**src/rtl/pipe_stall_ctrl.sv**
```systemverilog
// pipe_stall_ctrl: pipeline write-enable/bubble sequencer for load-use stalls and data-memory freezes (optional stats via PIPE_STALL_STATS_EN)
module pipe_stall_ctrl #(
  parameter int REG_W   = 5,
  parameter int TIMEOUT = 16,
  parameter int CNT_W   = 8
) (
  input  logic             clk,
  input  logic             rst_n,
  input  logic [REG_W-1:0] id_rs,
  input  logic [REG_W-1:0] id_rt,
  input  logic             id_uses_rt,
  input  logic [REG_W-1:0] ex_destReg,
  input  logic             ex_wreg,
  input  logic             ex_m2reg,
  input  logic             dmem_req,
  input  logic             dmem_ready,
  output logic             pc_we,
  output logic             ifid_we,
  output logic             idex_bubble,
  output logic             pipe_we,
  output logic             memwb_bubble,
  output logic             bus_err,
  output logic [15:0]      lu_stalls,
  output logic [15:0]      mem_stalls
);
  typedef enum logic [1:0] {RUN, MEM_WAIT, ERR} state_t;
  state_t state_q, state_d;
  logic [CNT_W-1:0] wait_cnt_q, wait_cnt_d;
  logic bus_err_q, bus_err_d;
  logic lu_haz, freeze, err, go;
  assign lu_haz = ex_wreg & ex_m2reg & (ex_destReg != '0) &
                  ((ex_destReg == id_rs) | (id_uses_rt & (ex_destReg == id_rt)));
  // Outputs are gated by rst_n so the pipe is held the instant reset asserts
  always_comb begin
    freeze       = rst_n & ~dmem_ready & ((state_q == RUN & dmem_req) | state_q == MEM_WAIT);
    err          = rst_n & (state_q == ERR);
    go           = rst_n & ~freeze & ~err;
    pipe_we      = go;
    pc_we        = go & ~lu_haz;
    ifid_we      = go & ~lu_haz;
    idex_bubble  = go & lu_haz;
    memwb_bubble = freeze | err;
    bus_err      = bus_err_q;
  end
  // Next state: a timeout escalates to ERR unless dmem_ready arrives on that same cycle
  always_comb begin
    state_d    = state_q;
    wait_cnt_d = wait_cnt_q;
    bus_err_d  = bus_err_q;
    if (state_q == RUN && dmem_req && !dmem_ready) begin
      state_d    = MEM_WAIT;
      wait_cnt_d = CNT_W'(1);
    end else if (state_q == MEM_WAIT) begin
      if (dmem_ready) begin
        state_d    = RUN;
        wait_cnt_d = '0;
      end else begin
        wait_cnt_d = wait_cnt_q + CNT_W'(1);
        if (wait_cnt_q == CNT_W'(TIMEOUT - 1)) begin
          state_d   = ERR;
          bus_err_d = 1'b1;
        end
      end
    end
  end
  // State, wait counter and sticky error register
  always_ff @(posedge clk or negedge rst_n) begin
    if (!rst_n) begin
      state_q    <= RUN;
      wait_cnt_q <= '0;
      bus_err_q  <= 1'b0;
    end else begin
      state_q    <= state_d;
      wait_cnt_q <= wait_cnt_d;
      bus_err_q  <= bus_err_d;
    end
  end
`ifdef PIPE_STALL_STATS_EN
  logic [15:0] lu_q, ms_q;
  // Saturating stall statistics; ERR cycles are not counted as freezes
  always_ff @(posedge clk or negedge rst_n) begin
    if (!rst_n) begin
      lu_q <= '0;
      ms_q <= '0;
    end else begin
      if (go && lu_haz && lu_q != 16'hFFFF) lu_q <= lu_q + 16'd1;
      if (freeze && ms_q != 16'hFFFF) ms_q <= ms_q + 16'd1;
    end
  end
  assign lu_stalls  = lu_q;
  assign mem_stalls = ms_q;
`else
  assign lu_stalls  = 16'h0000;
  assign mem_stalls = 16'h0000;
`endif
endmodule

```
**config.mk**
```make
export PLATFORM = sky130hd
export DESIGN_NAME = pipe_stall_ctrl
export DESIGN_NICKNAME = d
export VERILOG_FILES = /design/src/rtl/pipe_stall_ctrl.sv
export SDC_FILE = /design/constraint.sdc
export NUM_CORES = 1
export LEC_CHECK = 0
export BUFFER_PORTS_ARGS = -buffer_cell sky130_fd_sc_hd__buf_2
export CORE_UTILIZATION = 43
export CTS_BUF_LIST = sky130_fd_sc_hd__clkbuf_8 sky130_fd_sc_hd__clkbuf_16
export CTS_CLUSTER_DIAMETER = 200
export DETAILED_ROUTE_END_ITERATION = 16
export GPL_TIMING_DRIVEN = 0
export PLACE_DENSITY = 0.79
export SLEW_MARGIN = 20
export SYNTH_ARGS = -nofsm -noshare
export SYNTH_HDL_FRONTEND = slang
export SYNTH_SLANG_ARGS = --single-unit
```
**constraint.sdc**
```tcl
create_clock -name clk -period 2.3 [get_ports clk]
set_clock_uncertainty 0.05 [all_clocks]
set_input_delay 0.46 -clock clk [delete_from_list [all_inputs] [get_ports clk]]
set_output_delay 0.46 -clock clk [all_outputs]
set_load 0.02 [all_outputs]
```
Word level (Yosys, flattened, before mapping)
Cells that the tools add are included.
{"block": "totals", "wordCells": 45, "output_inout_bits": 38, "in_bits": 22, "regBits": 11}
{"block": "classes", "n_eq_ne": 5, "n_reduce_logical": 9, "n_mux": 7, "bitwise_logic": 20, "add_sub_neg": 1}
{"cell": "8-bit 2-to-1 mux", "n": 3}
{"cell": "1-bit bitwise AND", "n": 12}
{"cell": "5-bit == test", "n": 2}
{"cell": "8-bit by 1-bit adder with 8-bit output (second input constant)", "n": 1}
{"cell": "8-bit by 4-bit == test with 1-bit output (second input constant)", "n": 1}
{"cell": "2-bit 2-to-1 mux", "n": 4}
{"cell": "1-bit NOT", "n": 5}
{"cell": "5-bit nonzero test", "n": 1}
{"cell": "4-bit AND reduction", "n": 1}
{"cell": "1-bit OR", "n": 3}
{"cell": "3-bit nonzero test", "n": 1}
{"cell": "2-bit by 1-bit == test with 1-bit output (second input constant)", "n": 1}
{"cell": "2-bit == test (second input constant)", "n": 1}
{"cell": "1-bit logical AND", "n": 2}
{"cell": "2-bit zero test", "n": 1}
{"cell": "2-bit AND reduction", "n": 1}
{"cell": "2-bit nonzero test", "n": 1}
{"cell": "1-bit zero test", "n": 1}

Logic depth before layout (Yosys ltp)
Gate-level depths: netlist of run 1.
{"block": "logic_depth", "ltp_word": 8, "ltp_mapped": 5, "mapped_depth_nobuf": 5}

Least setup slack after synthesis of run 1
OpenSTA, ideal clock, no wires.
{"block": "synth_path", "path_type": "input to output", "from": "input ex_destReg[0]", "to": "output pc_we", "required_ps": 1790, "n_path_buf": 1, "path_stages": 4, "arrival_ps": 1751, "setup_slack_ps": 39, "cell_sequence": "or3_1 -> o311a_1 -> a21oi_1 -> buf_4"}
{"block": "synth_between", "elab_chain_cells": 6, "word_cells_on_any_way": 9, "classes_between": "eq/ne (2); bitwise (6); reduce/logical (1)"}
{"element": "start, declared", "line": "12", "rtl": "input logic [REG_W-1:0] ex_destReg,"}
{"element": "5-bit == test", "line": "32", "rtl": "((ex_destReg == id_rs) | (id_uses_rt & (ex_destReg == id_rt)));"}
{"element": "1-bit bitwise AND", "line": "32"}
{"element": "1-bit OR", "line": "32"}
{"element": "1-bit bitwise AND *", "line": "31", "rtl": "assign lu_haz = ex_wreg & ex_m2reg & (ex_destReg != '0) &"}
{"element": "1-bit NOT *"}
{"element": "1-bit bitwise AND *"}
{"element": "end, declared", "line": "17", "rtl": "output logic pc_we,"}
Every way passes the cells marked *; elsewhere a longest branch is shown, timed or not.

Worst setup path in the final report of run 1
{"block": "layout_path", "from": "input ex_destReg[0]", "to": "output pc_we"}
{"block": "layout_between", "elab_chain_cells": 6, "word_cells_on_any_way": 9, "classes_between": "eq/ne (2); bitwise (6); reduce/logical (1)"}
{"element": "5-bit == test", "line": "32"}
{"element": "1-bit bitwise AND", "line": "32"}
{"element": "1-bit OR", "line": "32"}
{"element": "1-bit bitwise AND *", "line": "31"}
{"element": "1-bit NOT *", "line": "39", "rtl": "pc_we = go & ~lu_haz;"}
{"element": "1-bit bitwise AND *", "line": "39"}
Marked as above.

==> summary.md, run 1 <==
| Metric | Value |
|---|---|
| Status | finished, final reports clean |
| Setup TNS after final layout | 0 ns |
| Filler cells | 196 |
| GRT Overall Usage | 16.3% |
| Max-Cap Viols | 0 |
| Post-synth top area share | 27.4% |
| Hpwl dp | 1650 um |
| Synth Instances | 114 |
| Setup-failing EPs final | 0 |
| Count leader, synth | buf_4 |
| Worst EP required | 1.79 ns |
| Synthesized area | 1010 um^2 |
| CP Max Fanout | 3 |
| DP Area | 1290 um^2 |
| Average cell area after synthesis | 8.82 um^2 |
| Min Hold Slack | 0.0416 ns |
| Vias in the first global route | 758 |
| Most Crowded Layer GR | met2 |
| Share of post-route cells with drive strength above 1 | 38.6% |
| Commonest cells in the netlist | buf_4, dfrtp_1, xnor2_1, nand2_1, nor2_1 |
| Flop2flop setup slack | 0.52 ns |
| Die area | 2540 um^2 |
| Initial antenna violation count | 0 |
| Largest net degree at the start of global routing | 14 |
| Max Clk Rate | 0.448 GHz |
| CP max stage cell | or3_1 |
| Design area | 1340 um^2 |
| DRC errors left | 0 |
| Final net count | 200 |
| R2R cell count | 5 |
| Synth unique cells | 37 |
| Clock-pin slew on the worst setup and hold paths | 0.05 ns |
| Cell repeated most along the worst path | buf_2 |
| Placed Instances | 200 |
| DRT Wirelength | 2120 um |
| Final worst-path cycle share | 97.1% |
| M2 GR Usage | 27.8% |
| Synth async-reset ratio | 100% |
| Vias per cell | 4.49 |
| Total chip power | 0.531 mW |
| Flops & latches, synth | 11 |
| Grt ovf | 0 |
| Die height | 50.4 um |
| Synth Warn # | 0 |
| Met1 usage in global routing | 17.5% |
| DRT iter0 DRCs | 8 |
| Post-synth EDFFs | 0 |
| Worst-Skew Late Latency | 0.24 ns |
| Register area share after synthesis | 27.4% |
| Hold Crit Class | input port to async pin |
| Fin. Hold Viols | 0 |
| Worst VDD drop | 0.277 mV |
| Cell area power density | 395 nW/um^2 |
| Non-Filler Instances | 204 |
| H-tree depth | 1 |
| Antenna diode count | 0 |
| First-pass GRT wire length | 3120 um |
| I/O pin total | 60 |
| CTS Buf Count | 3 |
| Largest area contributor in the netlist | dfrtp_1 |
| CP Cell Sequence | buf_2, or3_1, o311a_1, a21oi_2, buf_4, buf_2 |
| R2R Path End | state_q[0]$_DFFE_PN0P_ |
| GP Congestion | 0.862 |
| Worst r2r src | wait_cnt_q[0]$_DFFE_PN0P_ |
| Buffers added on ports | 27 |
| Tmin final | 2.23 ns |
| Met3 Use GR | 5.76% |
| Critical path type | input port to output pin |
| CTS tree | yes |
| Worst path arrival time | 1.72 ns |
| Site Rows | 17 |
| Area Overhead vs Synth | 33.6% |
| DR WL/cell | 10.4 um |
| CTS root buffer | clkbuf_8 |
| Ys flop type | dfrtp_1 |
| Die width | 50.4 um |
| CTS Sinks | 11 |
| Initial Utilization | 45.5% |
| Post-DRT Antenna Nets | 0 |
| Core area | 2210 um^2 |
| Slowest Stage Delay on Critical Path | 0.38 ns |
| Lkg Pwr | 0.740 nW |
| CP endpoint kind | output pin |
| Crit start category | input port |
| DRT Pass-1 Iters | 7 |
| Ranking of synthesized cells by area | dfrtp_1, buf_4, xnor2_1 |
| Slew Viols, Final | 0 |
| # hold bufs at CTS | 0 |
| Vias | 916 |
| CTS Buffer Depth | 2 |
[worst max-delay path, delay by kind of cell]
family,cells,cell delay [ns]
buf+inv,3,0.38
simple gates,1,0.38
compound gates,2,0.49
[power breakdown]
group          internal (mW)  switching [mW]
logic                 0.0663          0.0819
clock network          0.117          0.0713
registers              0.194               0
total                  0.377           0.153
[per-stage QoR]
step	util (%)	setup WS, ns
6_report	60.7	0.0660
5_1_grt	60.7	-0.0498
4_1_cts	60.5	0.0575
3_5_place_dp	58.4	0.0687
3_3_place_gp	58.4	0.0857
2_1_floorplan	-	0.0390
[kinds of logic (layout without fill, tap and decap cells)]
family	count (synthesis)	after routing	share of synthesized area, %
muxes	2	2	1.99
adders and majority gates	1	1	1.24
and+or+nand+nor	29	29	16.4
xor gates and xnor gates	13	13	11.3
buffers and inverters	38	69	26.7
DFF	11	11	27.4
other	1	32	0.373
AOI/OAI and AO/OA	19	19	14.6
[placed cells by master (no fill, tap or decap), drive strengths merged, types with 2 or more instances in the layout]
cell / synthesis / final
a21oi: 4 / 4
buf: 34 / 61
clkbuf: 0 / 3
conb: 1 / 32
dfrtp: 11 / 11
inv: 3 / 4
mux2i: 2 / 2
nand2: 8 / 8
nand3: 2 / 2
nor2: 5 / 5
nor2b: 2 / 2
o2111ai: 2 / 2
o211ai: 2 / 2
o21ai: 2 / 2
o31ai: 3 / 3
or4: 3 / 3
xnor2: 10 / 10
xor2: 3 / 3
[area by class of cell]
type / count / area (um^2) / share of cell area, %
Inverter: 4 / 16.3 / 1.21
Multi-Input combinational cell: 96 / 582 / 43.3
Tap cell: 28 / 35.0 / 2.61
Clock buffer: 3 / 41.3 / 3.07
Timing Repair Buffer: 28 / 143 / 10.6
Sequential cell: 11 / 275 / 20.5
Clock inverter: 1 / 3.75 / 0.279
Buffer: 33 / 248 / 18.4
[repair_timing]
item,CTS,global route
gates resized for setup,0,1
buffers inserted,0,1
hold endpoints to repair,0,0
endpoints found under the setup margin,0,3
[state kept, by name, summed over array words and instances, names as in the netlist]
signal and count:
wait_cnt_q 8, state_q 2, bus_err 1
[worst max path at each step]
stage	start	endpoint	slack, ns	cells past startpoint
after floorplan	ex_destReg[0]	pc_we	0.04	4
after global placement	ex_destReg[0]	pc_we	0.09	6
after detailed placement	ex_destReg[0]	pc_we	0.07	6
after CTS	state_q[0]$_DFFE_PN0P_	pc_we	0.06	6
after global routing	state_q[0]$_DFFE_PN0P_	pc_we	-0.05	5
final	ex_destReg[0]	pc_we	0.07	6
[per-layer routing]
metal | wire length [um] | vias to the layer above
met5 | 0 | -
met4 | 29 | 0
met3 | 258 | 3
met2 | 1030 | 60
met1 | 797 | 401
li1 | - | 452
Power figures use the tool's default switching activity.
==> run 2: changes to the inputs <==
--- a/config.mk
+++ b/config.mk
@@ -12,6 +12,8 @@
 export DETAILED_ROUTE_END_ITERATION = 16
 export GPL_TIMING_DRIVEN = 0
 export PLACE_DENSITY = 0.79
+export RECOVER_POWER = 100
+export SKIP_CTS_REPAIR_TIMING = 1
 export SLEW_MARGIN = 20
 export SYNTH_ARGS = -nofsm -noshare
 export SYNTH_HDL_FRONTEND = slang
==> summary.md, run 2 (synthesis results as in run 1) <==
| Metric | Value |
|---|---|
| Worst EP required | 1.79 ns |
| Max Clk Rate | 0.448 GHz |
| DRT iter0 DRCs | 18 |
| Initial Utilization | 45.5% |
| Finished Core Util | 60.1% |
| Clock-pin slew on the worst setup and hold paths | 0.05 ns |
| CTS Buf Count | 3 |
| Die height | 50.4 um |
| DR WL/cell | 10.2 um |
| Critical path type | input port to output pin |
| Hpwl dp | 1650 um |
| I/O pin total | 60 |
| Cell area power density | 400 nW/um^2 |
| CTS Sinks | 11 |
| Buffers added on ports | 27 |
| Worst-Margin Slew | 0.716 ns |
| Hold Crit Class | input port to async pin |
| First-pass GRT wire length | 3120 um |
| Share of post-route cells with drive strength above 1 | 36.4% |
| Max-Cap Viols | 0 |
| Worst path arrival time | 1.72 ns |
| Worst VDD drop | 0.293 mV |
| Final worst slack | 0.0660 ns |
| CTS tree | yes |
| DRT Wirelength | 2080 um |
| Setup TNS after final layout | 0 ns |
| Post-DRT Antenna Nets | 0 |
| Most frequent cells in the layout | buf_4, conb_1, buf_2, dfrtp_1, xnor2_1 |
| Fin. Hold Viols | 0 |
| Flop2flop setup slack | 0.54 ns |
| Die area | 2540 um^2 |
| Pre-CTS setup slack | 0.0687 ns |
| GP Congestion | 0.862 |
| Vias in the first global route | 758 |
| CTS Buffer Depth | 2 |
| Lkg Pwr | 0.728 nW |
| GRT Overall Usage | 16.3% |
| Final net count | 200 |
| Vias per cell | 4.41 |
| Biggest register | wait_cnt_q |
| Core area | 2210 um^2 |
| Setup-failing EPs final | 0 |
| Final worst-path cycle share | 97.1% |
| CTS root buffer | clkbuf_8 |
| Grt ovf | 0 |
| Initial antenna violation count | 0 |
| H-tree depth | 1 |
| DRT Pass-1 Iters | 5 |
| Largest register FFs | 8 |
| Filler cells | 200 |
| DRC errors left | 0 |
| Largest net degree at the start of global routing | 14 |
| Site Rows | 17 |
| Most common cell after layout, fill and taps aside | buf_4 |
| Crit start category | input port |
| Status | finished, final reports clean |
| CP Max Fanout | 3 |
| Worst-Skew Late Latency | 0.24 ns |
| Slew Viols, Final | 0 |
| Vias | 900 |
| Area Overhead vs Synth | 32.1% |
| Tmin final | 2.23 ns |
| Total chip power | 0.532 mW |
| Die width | 50.4 um |
| Slew margin rel. | 51.8% |
| Antenna diode count | 0 |
| CP endpoint kind | output pin |
[run 2: cell count changes in the layout (fill, tap and decap cells not counted), sizes merged]
cell    previous run  this run
buf               61        58
clkbuf             3         6
[run 2: worst max-delay path: stages]
cell	delay, ns
buf_2	0.12
or3_1	0.38
o311a_1	0.33
a21oi_2	0.17
buf_4	0.12
buf_2	0.14
[run 2: routing by layer]
layer	up-vias	GRT usage, %	part of all wire [%]
li1	455	-	-
met1	392	17.5	38
met2	48	27.8	50
met3	5	5.76	12
met4	0	8.80	1.1
met5	-	0	0
[run 2: worst paths after layout]
path,to,startpoint,depth (start not counted)
worst min register to register,bus_err$_DFFE_PN0P_,bus_err$_DFFE_PN0P_,1
worst max register to register,state_q[0]$_DFFE_PN0P_,wait_cnt_q[0]$_DFFE_PN0P_,5
max in group asynchronous,wait_cnt_q[1]$_DFFE_PN0P_,rst_n,1
min in group clk,bus_err$_DFFE_PN0P_,bus_err$_DFFE_PN0P_,1
worst max-delay path,pc_we,ex_destReg[0],6
worst min-delay path,wait_cnt_q[3]$_DFFE_PN0P_,rst_n,1
[run 2: metrics by stage]
step / hold slack, ns / cells / cell area, um^2
finish: 0.0400 / 204 / 1330
global route: 0.0643 / 204 / 1330
CTS: 0.0493 / 204 / 1340
detailed placement: 0.304 / 200 / 1290
global placement: 0.295 / 200 / 1290
floorplan: 0.114 / 145 / 1120
[run 2: final cells by class]
cell class                 count  area, um^2  share of cell area [%]
tap                           28        35.0                    2.64
clock inverter                 1        3.75                   0.282
multi-input combinational     96         571                    42.9
inverter                       4        16.3                    1.22
buffer                        33         248                    18.6
clock buffer                   3        41.3                    3.11
sequential                    11         275                    20.7
timing repair buffer          28         139                    10.5
[run 2: power by group]
| group | switching (mW) | leakage [nW] | internal [mW] |
|---|---|---|---|
| Sequential | 0 | 0.149 | 0.194 |
| Combinational | 0.0813 | 0.553 | 0.0660 |
| Clock | 0.0731 | 0.0269 | 0.117 |
